`src/rtl/hazard_unit_p.sv`:
```
// Hazard unit: E/M/W operand forwarding, load-use stall, mul/div busy tracking, flush control.
// Optional performance counters are built only when HAZ_PERF_EN is defined.
module hazard_unit_p #(
  parameter int RW       = 5,
  parameter int LD_STALL = 1,
  parameter int MD_LAT   = 4,
  parameter int PCW      = 32
) (
  input  logic           clk,
  input  logic           clrn,
  input  logic [RW-1:0]  rs,
  input  logic [RW-1:0]  rt,
  input  logic           users,
  input  logic           usert,
  input  logic [RW-1:0]  erd,
  input  logic [RW-1:0]  mrd,
  input  logic [RW-1:0]  wrd,
  input  logic           ewreg,
  input  logic           mwreg,
  input  logic           wwreg,
  input  logic           eload,
  input  logic           mdstart,
  input  logic [RW-1:0]  mdrd,
  input  logic           brtaken,
  input  logic           jump,
  output logic [1:0]     fwda,
  output logic [1:0]     fwdb,
  output logic           stallf,
  output logic           stalld,
  output logic           bubblee,
  output logic           flushd,
  output logic           mdbusy,
  output logic           mddone,
  output logic [PCW-1:0] stallcnt,
  output logic [PCW-1:0] flushcnt
);

  localparam int LCW = (LD_STALL > 1) ? $clog2(LD_STALL) : 1;
  localparam int MCW = $clog2(MD_LAT);

  localparam logic [0:0] MD_IDLE = 1'b0;
  localparam logic [0:0] MD_BUSY = 1'b1;

  logic [LCW-1:0] ld_cnt_reg, ld_cnt_next;
  logic [0:0]     md_state_reg, md_state_next;
  logic [MCW-1:0] md_cnt_reg, md_cnt_next;
  logic [RW-1:0]  md_rd_reg, md_rd_next;

  logic [RW-1:0] src [2];
  logic [1:0]    src_use;
  logic [3:0]    fwd_vec;
  logic [1:0]    ld_src_hit;
  logic [1:0]    md_src_hit;

  logic ld_haz;
  logic md_haz;
  logic stall;
  logic md_accept;
  logic md_busy_st;
  logic md_last;

  assign src[0]  = rs;
  assign src[1]  = rt;
  assign src_use = {usert, users};

  // One forwarding mux per source operand; index 0 is rs, index 1 is rt.
  genvar gi;
  generate
    for (gi = 0; gi < 2; gi++) begin : g_opnd
      logic       e_hit;
      logic       m_hit;
      logic       w_hit;
      logic [1:0] sel;

      assign e_hit = src_use[gi] & ewreg & (erd == src[gi]) & (erd != '0);
      assign m_hit = src_use[gi] & mwreg & (mrd == src[gi]) & (mrd != '0);
      assign w_hit = src_use[gi] & wwreg & (wrd == src[gi]) & (wrd != '0);

      // A load in E has no data yet; stall covers it, and older stages must not win.
      always_comb begin
        sel = 2'b00;
        if (e_hit) begin
          sel = eload ? 2'b00 : 2'b10;
        end else if (m_hit) begin
          sel = 2'b01;
        end else if (w_hit) begin
          sel = 2'b11;
        end
      end

      assign fwd_vec[gi*2 +: 2] = sel;
      assign ld_src_hit[gi]     = src_use[gi] & (src[gi] == erd);
      assign md_src_hit[gi]     = src_use[gi] & (src[gi] == md_rd_reg);
    end
  endgenerate

  assign fwda = fwd_vec[1:0];
  assign fwdb = fwd_vec[3:2];

  assign md_busy_st = (md_state_reg == MD_BUSY);
  assign md_last    = md_busy_st & (md_cnt_reg == '0);

  assign ld_haz = ewreg & eload & (erd != '0) & (|ld_src_hit);
  // Held through the done cycle; the result then arrives via W forwarding.
  assign md_haz = md_busy_st & (mdstart | ((md_rd_reg != '0) & (|md_src_hit)));
  assign stall  = ld_haz | (ld_cnt_reg != '0) | md_haz;

  assign md_accept = (md_state_reg == MD_IDLE) & mdstart & ~stall & ~brtaken;

  always_comb begin
    ld_cnt_next = ld_cnt_reg;
    if (brtaken) begin
      ld_cnt_next = '0;
    end else if (ld_cnt_reg != '0) begin
      ld_cnt_next = ld_cnt_reg - LCW'(1);
    end else if (ld_haz) begin
      ld_cnt_next = LCW'(LD_STALL - 1);
    end
  end

  // An in-flight mul/div op is older than any branch, so brtaken never cancels it.
  always_comb begin
    md_state_next = md_state_reg;
    md_cnt_next   = md_cnt_reg;
    md_rd_next    = md_rd_reg;
    case (md_state_reg)
      MD_IDLE: begin
        if (md_accept) begin
          md_state_next = MD_BUSY;
          md_cnt_next   = MCW'(MD_LAT - 1);
          md_rd_next    = mdrd;
        end
      end
      default: begin
        if (md_cnt_reg == '0) begin
          md_state_next = MD_IDLE;
        end else begin
          md_cnt_next = md_cnt_reg - MCW'(1);
        end
      end
    endcase
  end

  always_ff @(posedge clk or negedge clrn) begin
    if (!clrn) begin
      ld_cnt_reg   <= '0;
      md_state_reg <= MD_IDLE;
      md_cnt_reg   <= '0;
      md_rd_reg    <= '0;
    end else begin
      ld_cnt_reg   <= ld_cnt_next;
      md_state_reg <= md_state_next;
      md_cnt_reg   <= md_cnt_next;
      md_rd_reg    <= md_rd_next;
    end
  end

  // Control outputs are forced low while reset is held.
  assign stallf  = clrn & stall & ~brtaken;
  assign stalld  = clrn & stall & ~brtaken;
  assign bubblee = clrn & (stall | brtaken);
  assign flushd  = clrn & (brtaken | (jump & ~stall));
  assign mdbusy  = clrn & md_busy_st;
  assign mddone  = clrn & md_last;

`ifdef HAZ_PERF_EN
  logic [PCW-1:0] stall_cnt_reg;
  logic [PCW-1:0] flush_cnt_reg;

  always_ff @(posedge clk or negedge clrn) begin
    if (!clrn) begin
      stall_cnt_reg <= '0;
      flush_cnt_reg <= '0;
    end else begin
      if (stallf) begin
        stall_cnt_reg <= stall_cnt_reg + PCW'(1);
      end
      if (flushd) begin
        flush_cnt_reg <= flush_cnt_reg + PCW'(1);
      end
    end
  end

  assign stallcnt = stall_cnt_reg;
  assign flushcnt = flush_cnt_reg;
`else
  assign stallcnt = '0;
  assign flushcnt = '0;
`endif

endmodule
```
`config.mk`:
```
export PLATFORM = sky130hd
export DESIGN_NAME = hazard_unit_p
export DESIGN_NICKNAME = d
export VERILOG_FILES = /design/src/rtl/hazard_unit_p.sv
export SDC_FILE = /design/constraint.sdc
export NUM_CORES = 1
export LEC_CHECK = 0
export BUFFER_PORTS_ARGS = -buffer_cell sky130_fd_sc_hd__buf_2
export CAP_MARGIN = 20
export CORE_MARGIN = 1
export CORE_UTILIZATION = 37
export CTS_BUF_LIST = sky130_fd_sc_hd__clkbuf_4
export CTS_CLUSTER_SIZE = 30
export DETAILED_ROUTE_END_ITERATION = 10
export PLACE_DENSITY_LB_ADDON = 0.1
export SYNTH_ARGS = -nofsm -noshare
export SYNTH_HDL_FRONTEND = slang
export SYNTH_SLANG_ARGS = --single-unit
```
`constraint.sdc`:
```
create_clock -name clk -period 2.11 [get_ports clk]
set_clock_uncertainty 0.1 [all_clocks]
set_input_delay 0.422 -clock clk [delete_from_list [all_inputs] [get_ports clk]]
set_output_delay 0.422 -clock clk [all_outputs]
set_load 0.02 [all_outputs]
```
==> impl_metrics.toml, run 1 <==
[timing]
max_freq_ghz = 0.400
hold_viol = 0
fin_ws_ns = -0.391
tns_ns = -2.56
rsz0062_at_grt = "yes"
setup_viol = 14
min_period_ns = 2.50
finalCritPeriodShare_pct = 119
hold_slack_ns = 0.305
drv_slew = 0

[pwr]
total_leakage_power_nw = 1.11
peakVddDrop_mv = 0.568
power_frac_seq_pct = 23.3
switching_share_pct = 40.8
power_density_nw_per_um2 = 596
power.net_switching_mw = 0.541
internal-power_mw = 0.786
power_frac_clock_pct = 8.6
pwr-share-comb_pct = 68.2

[synth]
synth_most_common_cell = "buf_4"
postSynthCellCount = 183
synth_commonest_cells = "65 x buf_4, 24 x xor2_1, 16 x xnor2_1"
async_flop_share_pct = 100
syn_avg_cell_area_um2 = 8.06
synth_edf_count = 0
synth_warnings = 0
yosysTopAreaCellShare_pct = 33.1
synth_area_leaders = "buf_4 33%, xor2_1 14%, dfrtp_1 14%, xnor2_1 9.5%, mux2_2 3.8%"
yosysSeqAreaShare_pct = 13.6
synth_cell_types = 29
synth-seq-cells = 8
synth_area_um2 = 1480
yosysTopAreaCell = "buf_4"
synthFlopType = "dfrtp_1"

[outcome]
violations = "negative setup slack"
status = "finished, violations left"

[die]
io_pins = 115
coreArea_um2 = 3740
initial_core_util_pct = 39.4
die_h_um = 65.1
die-area_um2 = 4240
die_w_um = 65.1
rows = 22

[placement]
gp_congestion = 0.929
placed_area_um2 = 1860
dp.final_hpwl_um = 3000
port_buffers = 50

[clocking]
clk_path_buf_depth = 2
clk_pin_slew_worst_paths_ns = 0.05
cts.sinks = 8
worstSkewPairLatency_ns = 0.25
cts_buffers = 3
cts_max_level = 1
root_buffer = "clkbuf_4"
cts_tree = "done"

[critical_path]
worstPathArrival_ns = 1.98
cp_common_cell = "buf_6"
path_buf_inv = 2
worstPathRequired_ns = 1.59
endpoint_kind = "output pin"
startpoint_type = "flop"
crit_fanout = 2
max_stage_delay_ns = 0.39
crit_family = "simple AND/OR/NAND/NOR gates"
cp_slowest_cell = "dfrtp_1"
path_cells = "buf_6 > xor2_1 > nor4_1 > nand3_1 > a21oi_2 > a211oi_2 > nor3b_4 > buf_6"
path_class = "reg -> out"

[cells_and_area]
antenna_cells = 0
nets = 322
largest_register_ffs = 5
layout-drive-gt1-share_pct = 46.8
syn2layout_area_growth_pct = 50.8
fillers = 337
final_area_um2 = 2220

[route]
drt-vias-per-instance = 4.17
drc = 0
wl_per_cell_um = 11.3
firstDrtPassIters = 4
drtAntennaViolNets = 0
vias = 1358
wirelength_um = 3700
dr.first_iter.drc_count = 42

[global_route]
antenna_found_initial = 0
grt_max_degree = 9
grtUsageTotal_pct = 17.8
grt_pass1_wl_um = 5840
grt_pass1_vias = 1240
grt_overflow = 0

[job]
drv_cap = 0

[worst_hold_path]
hold_path_class = "in -> reg"
placed cells by master, fill, tap and decap left out, drive strengths merged, types with 2 or more instances in the layout:
master,instances
or2,2
dfrtp,8
clkbuf,3
nor3,3
xor2,24
nand3,6
nor4,6
o21a,2
a211oi,2
buf,93
mux2,5
nand4,2
nor2,8
conb,64
inv,4
nand2,8
xnor2,16
o21ai,8
or4,4
path summary, 6_finish.rpt:
check                                 to  cells after the start  slack [ns]     startpoint
max                               stallf                      8       -0.39   md_rd_reg[0]
min in group asynchronous  md_cnt_reg[1]                      2        0.60           clrn
max in group asynchronous   md_rd_reg[1]                      2        1.00           clrn
min                         md_rd_reg[3]                      2        0.31        mdrd[3]
min reg2reg                md_cnt_reg[1]                      1        0.41  md_cnt_reg[1]
max reg2reg                 md_rd_reg[4]                      4        0.57     md_busy_st
worst reg2reg max path, cell delays in order (launching register included):
cell     delay, ns
dfrtp_1       0.39
buf_4         0.17
nor4b_4       0.27
buf_6         0.19
mux2_4        0.30
repair_timing:
item	in CTS	in global routing
pin swaps	25	15
endpoints found under the hold margin	8	0
gates resized for setup	56	25
setup endpoints to repair	15	15
setup buffers	7	3
hold buffers	1	0
stage by stage:
step	cells	power [mW]	setup WS [ns]	utilization [%]
floorplan	246	0.879	-0.327	-
global placement	314	1.07	-0.447	49.7
detailed placement	314	1.07	-0.494	49.7
CTS	325	1.29	-0.380	57.1
global route	326	1.45	-0.473	59.4
finish	326	1.33	-0.391	59.4
routing by layer:
layer	share of wire (%)	global-route usage, %	up-vias
li1	-	-	671
met1	40	22.1	619
met2	54	33.9	68
met3	6.1	2.95	0
met4	0	0	0
met5	0	0	-
logic make-up (layout without fill, tap and decap cells):
logic type                 Yosys count  after routing  synth area share (%)
AOI/OAI and AO/OA                   15             15                  6.87
xor gates and xnor gates            40             40                  23.7
adders and majority gates            1              1                 0.848
buffers and inverters               69            101                  34.1
DFF                                  8              8                  13.6
muxes                                5              5                  3.82
other                                1             64                 0.254
and+or+nand+nor                     44             44                  16.8
power groups by stage:
stage | logic [mW] | clock network [mW] | registers, mW
floorplan | 0.567 | 0 | 0.311
global placement | 0.764 | 0 | 0.307
detailed placement | 0.767 | 0 | 0.307
CTS | 0.864 | 0.121 | 0.307
global route | 0.992 | 0.130 | 0.322
finish | 0.904 | 0.114 | 0.309
cell type report:
type / instances / area (µm²) / share of cell area [%]
clock buffer: 3 / 22.5 / 1.01
timing repair buffer: 94 / 774 / 34.8
multi-input combinational: 169 / 1150 / 51.7
sequential: 8 / 201 / 9.06
inverter: 4 / 15.0 / 0.675
tap: 48 / 60.1 / 2.70
Power figures use the tool's default switching activity.
==> inputs of run 2 (changes only) <==
--- a/config.mk
+++ b/config.mk
@@ -15,2 +15,3 @@
 export PLACE_DENSITY_LB_ADDON = 0.1
+export SKIP_CTS_REPAIR_TIMING = 1
 export SYNTH_ARGS = -nofsm -noshare
==> constraint.sdc (replaced) <==
create_clock -name clk -period 2.11 [get_ports clk]
set_clock_uncertainty 0.1 [all_clocks]
set_input_delay 0.211 -clock clk [delete_from_list [all_inputs] [get_ports clk]]
set_output_delay 0.211 -clock clk [all_outputs]
set_load 0.02 [all_outputs]
==> impl_metrics.toml, run 2 (synthesis gave the netlist of run 1 again) <==
[outcome]
status = "finished, violations left"
violations = "negative setup slack"

[clocking]
clk_path_buf_depth = 2
cts.sinks = 8
cts_buffers = 3
root_buffer = "clkbuf_4"
clk_pin_slew_worst_paths_ns = 0.05
cts_tree = "done"
cts_max_level = 1
worstSkewPairLatency_ns = 0.24

[global_route]
grt_pass1_wl_um = 4660
met3_usage_pct = 1.22
grt_overflow = 0
grt_pass1_vias = 972
grtUsageTotal_pct = 14.0
met2_usage_pct = 24.1
grt_max_degree = 14
antenna_found_initial = 0
top_usage_layer = "met2"
grtUsageMet1_pct = 19.0

[critical_path]
path_cells = "buf_6 > xor2_1 > nor4_1 > nand3_1 > a21oi_2 > a211oi_2 > nor3b_2 > buf_4"
rr_startpoint = "md_busy_st"
path_class = "reg -> out"
cp_slowest_cell = "dfrtp_1"
worstPathRequired_ns = 1.80
endpoint_kind = "output pin"
max_stage_delay_ns = 0.37
crit_fanout = 3
worstPathArrival_ns = 1.96
startpoint_type = "flop"
worstSetupStartpoint = "md_rd_reg[0]"

[route]
wl_per_cell_um = 10.3
drtAntennaViolNets = 0
firstDrtPassIters = 4
vias = 1209
drt-vias-per-instance = 4.04
drc = 0
wirelength_um = 3090
dr.first_iter.drc_count = 24

[cells_and_area]
utilization_pct = 46.0
layout_commonest_cell = "conb_1"
fin_cells = 299
layout-drive-gt1-share_pct = 33.5
nets = 295
final_cell_mix = "64 x conb_1, 47 x buf_2, 24 x xor2_1"
fillers = 408
antenna_cells = 0
largest_register_ffs = 5
syn2layout_area_growth_pct = 16.6

[die]
coreArea_um2 = 3740
io_pins = 115
die_w_um = 65.1
die_h_um = 65.1
initial_core_util_pct = 39.4
die-area_um2 = 4240
rows = 22

[timing]
hold_viol = 0
rsz0062_at_grt = "yes"
min_period_ns = 2.27
drv_slew = 0
setup_viol = 4
finalCritPeriodShare_pct = 108
fin_ws_ns = -0.158
max_freq_ghz = 0.441

[worst_hold_path]
hold_path_startpoint = "mdrd[2]"
hold_path_class = "in -> reg"

[job]
drv_cap = 0

[pwr]
peakVddDrop_mv = 0.501
total_leakage_power_nw = 0.892
power_density_nw_per_um2 = 647

[placement]
gp_congestion = 0.850
dp_cells = 291
dp.final_hpwl_um = 2630
port_buffers = 50
dpl_worst_slack_ns = -0.0954
==> run 2: cell count changes in the layout (fill, tap and decap cells not counted), moves of 4 or more <==
cell	change
nor2_1	+5
o21ai_0	+5
buf_2	+19
mux2_4	-5
mux2_2	+5
buf_4	-17
o21ai_2	-4
buf_6	-25
==> run 2: through the flow <==
stage | instance area (µm²) | setup TNS [ns] | total power [mW] | hold slack, ns
after floorplan | 1720 | 0 | 0.834 | -0.185
after global placement | 1630 | -0.543 | 0.942 | -0.00689
after detailed placement | 1630 | -0.700 | 0.934 | -0.00844
after CTS | 1650 | -0.840 | 1.05 | -0.276
after global routing | 1720 | -1.14 | 1.21 | 0.0928
final | 1720 | -0.540 | 1.11 | 0.0985
==> run 2: path summary, 6_finish.rpt <==
path | to | slack (ns) | cells past startpoint
max | stallf | -0.16 | 8
max in group asynchronous | md_rd_reg[4] | 1.45 | 2
min reg2reg | md_cnt_reg[1] | 0.41 | 1
max reg2reg | md_rd_reg[3] | 0.57 | 2
min in group asynchronous | md_rd_reg[1] | 0.26 | 2
min | md_rd_reg[2] | 0.1 | 2
==> run 2: critical path, delay by kind of cell (launching register included) <==
kind | cells | cell delay, ns
AO/OA/AOI/OAI | 2 | 0.26
XOR/XNOR | 1 | 0.13
buffers and inverters | 2 | 0.30
flip-flops | 1 | 0.37
AND/OR/NAND/NOR | 3 | 0.64
==> run 2: layout make-up <==
| class | instances | area (µm²) | area share [%] |
|---|---|---|---|
| multi-input combinational | 169 | 1030 | 59.7 |
| timing repair buffer | 67 | 395 | 23.0 |
| sequential | 8 | 200 | 11.6 |
| tap | 48 | 60.1 | 3.49 |
| clock buffer | 3 | 22.5 | 1.31 |
| inverter | 4 | 15.0 | 0.873 |
==> run 2: per-layer routing <==
layer | share of wire, % | vias up | wire [µm]
li1 | - | 619 | -
met1 | 44 | 536 | 1350
met2 | 50 | 54 | 1560
met3 | 5.7 | 0 | 177
met4 | 0 | 0 | 0
met5 | 0 | - | 0
==> run 2: power breakdown <==
group	switching, mW	internal [mW]	leakage, nW	total (mW)
combinational	0.355	0.336	0.786	0.691
clock	0.0464	0.0647	0.0138	0.111
sequential	0.0792	0.233	0.0926	0.312
==> inputs of run 3 (changes only) <==
ABC_AREA = 1   (was default)
CORE_UTILIZATION = 39   (was 37)
==> impl_metrics.toml, run 3 <==
[critical_path]
cp_slowest_cell = "dfrtp_1"
worstPathRequired_ns = 1.80
rr_startpoint = "md_rd_reg[0]"
path_class = "reg -> out"
cp_common_cell = "nand2_1"
path_cells = "nand2_1 > nand2_2 > nor2_2 > nand3_1 > nand2_1 > nand2_1 > nand2_1 > nand2_2 > and2_4 > nor3_4 > buf_6"
worstPathArrival_ns = 1.76
r2r-end = "md_cnt_reg[1]"
startpoint_type = "flop"
path_buf_inv = 1
r2r_slack_ns = 0.39
ff2ff_path_depth = 13
max_stage_delay_ns = 0.43
crit_fanout = 5
endpoint_kind = "output pin"
crit_family = "simple AND/OR/NAND/NOR gates"

[clocking]
clk_path_buf_depth = 2
clk_pin_slew_worst_paths_ns = 0.06
worstSkewPairLatency_ns = 0.25
cts.sinks = 8
cts_max_level = 1
cts_tree = "done"
root_buffer = "clkbuf_4"
cts_buffers = 3

[die]
die-area_um2 = 4550
rows = 23
die_w_um = 67.4
initial_core_util_pct = 41.1
io_pins = 115
die_h_um = 67.4
coreArea_um2 = 4060

[cells_and_area]
final_cell_mix = "77 x nand2_1, 64 x conb_1, 47 x buf_2"
antenna_cells = 0
final_area_um2 = 1840
nets = 388
layout-drive-gt1-share_pct = 23.8
syn2layout_area_growth_pct = 9.97
fin_cells = 394
largest_register_ffs = 5
layout_commonest_cell = "nand2_1"

[timing]
min_period_ns = 2.07
max_freq_ghz = 0.483
drv_slew = 0
setup_viol = 0
rsz0062_at_grt = "yes"
finalCritPeriodShare_pct = 98.1
hold_viol = 0

[synth]
synth_most_common_cell = "nand2_1"
yosysSeqAreaShare_pct = 12.0
async_flop_share_pct = 100
synth_edf_count = 0
postSynthCellCount = 287
yosysTopAreaCell = "buf_4"
synthFlopType = "dfrtp_1"
yosysTopAreaCellShare_pct = 29.2
synth-seq-cells = 8
synth_area_leaders = "buf_4 29%, nand2_1 18%, dfrtp_1 12%, inv_1 9.0%, nor2_1 4.3%"
synth_commonest_cells = "79 x nand2_1, 65 x buf_4, 40 x inv_1"
syn_avg_cell_area_um2 = 5.82
synth_warnings = 0
synth_cell_types = 29
synth_area_um2 = 1670

[placement]
dp_cells = 384
dp.final_hpwl_um = 3380
port_buffers = 50
gp_congestion = 0.854
placed_area_um2 = 1720

[worst_hold_path]
hold_path_startpoint = "mdrd[0]"
hold_path_class = "in -> reg"
whs_endpoint = "md_rd_reg[0]"
hold_path_depth = 3

[global_route]
grt_pass1_vias = 1407
antenna_found_initial = 0
grtUsageTotal_pct = 18.5
grt_pass1_wl_um = 6390
grt_max_degree = 14
grt_overflow = 0

[job]
drv_cap = 0

[route]
drtAntennaViolNets = 0
firstDrtPassIters = 6
top_layer = "met4"
wirelength_um = 4050
routed-wl-met3_um = 287
dr_wl_met2_um = 1920
drc = 0
wl_per_cell_um = 10.3
dr.first_iter.drc_count = 103
vias = 1689
met1_length_um = 1830
drt-vias-per-instance = 4.29

[pwr]
peakVddDrop_mv = 0.406
total_leakage_power_nw = 1.16
power_density_nw_per_um2 = 653

[outcome]
status = "finished, final reports clean"
run 3: worst max-delay path by stage:
stage | from | to | slack, ns | depth (start not counted)
floorplan | md_rd_reg[3] | stallf | 0.21 | 12
global placement | rs[2] | flushd | 0.27 | 14
detailed placement | md_rd_reg[3] | stalld | 0.28 | 12
CTS | md_rd_reg[3] | stalld | -0.002 | 12
global route | md_rd_reg[0] | stalld | -0.11 | 11
finish | md_rd_reg[0] | stallf | 0.04 | 11
run 3: routing by layer:
metal | up-vias | global-route usage [%]
met5 | - | 0
met4 | 0 | 3.19
met3 | 2 | 1.86
met2 | 74 | 32.1
met1 | 726 | 24.8
li1 | 887 | -
run 3: worst min-delay path: cells and delay by family:
family,cells,cell delay (ns)
compound gates,1,0.05
buf+inv,2,0.14
run 3: area by class of cell:
type                       count  area (µm²)
inverter                      48         180
sequential                     8         203
timing repair buffer          57         320
fill                         449        2220
tap                           50        62.6
clock buffer                   3        22.5
multi-input combinational    228        1050
run 3: stage by stage:
| step | power (mW) | worst slack, ns | setup TNS (ns) | hold WS [ns] | utilization [%] |
|---|---|---|---|---|---|
| floorplan | 0.892 | 0.209 | 0 | -0.185 | - |
| global placement | 0.957 | 0.275 | 0 | -0.0164 | 42.4 |
| detailed placement | 0.960 | 0.281 | 0 | -0.0148 | 42.4 |
| CTS | 1.08 | -0.00185 | -0.00370 | -0.286 | 42.9 |
| global route | 1.35 | -0.111 | -0.385 | 0.0883 | 45.2 |
| finish | 1.20 | 0.0406 | 0 | 0.0859 | 45.2 |
run 3: where the power goes:
group          internal [mW]  total (mW)  switching, mW  leakage, nW
registers              0.237       0.329         0.0920       0.0949
clock network         0.0650       0.116         0.0512       0.0138
logic                  0.294       0.754          0.461         1.05
run 3: logic make-up (layout without fill, tap and decap cells):
family          Yosys count  in the layout  share of synthesized area, %
compound gates           33             33                          11.8
xor+xnor                  1              1                         0.525
fa+ha+maj                 1              1                         0.750
buf+inv                 114            108                          40.7
flops                     8              8                          12.0
other cells               1             64                         0.225
simple gates            129            129                          34.0
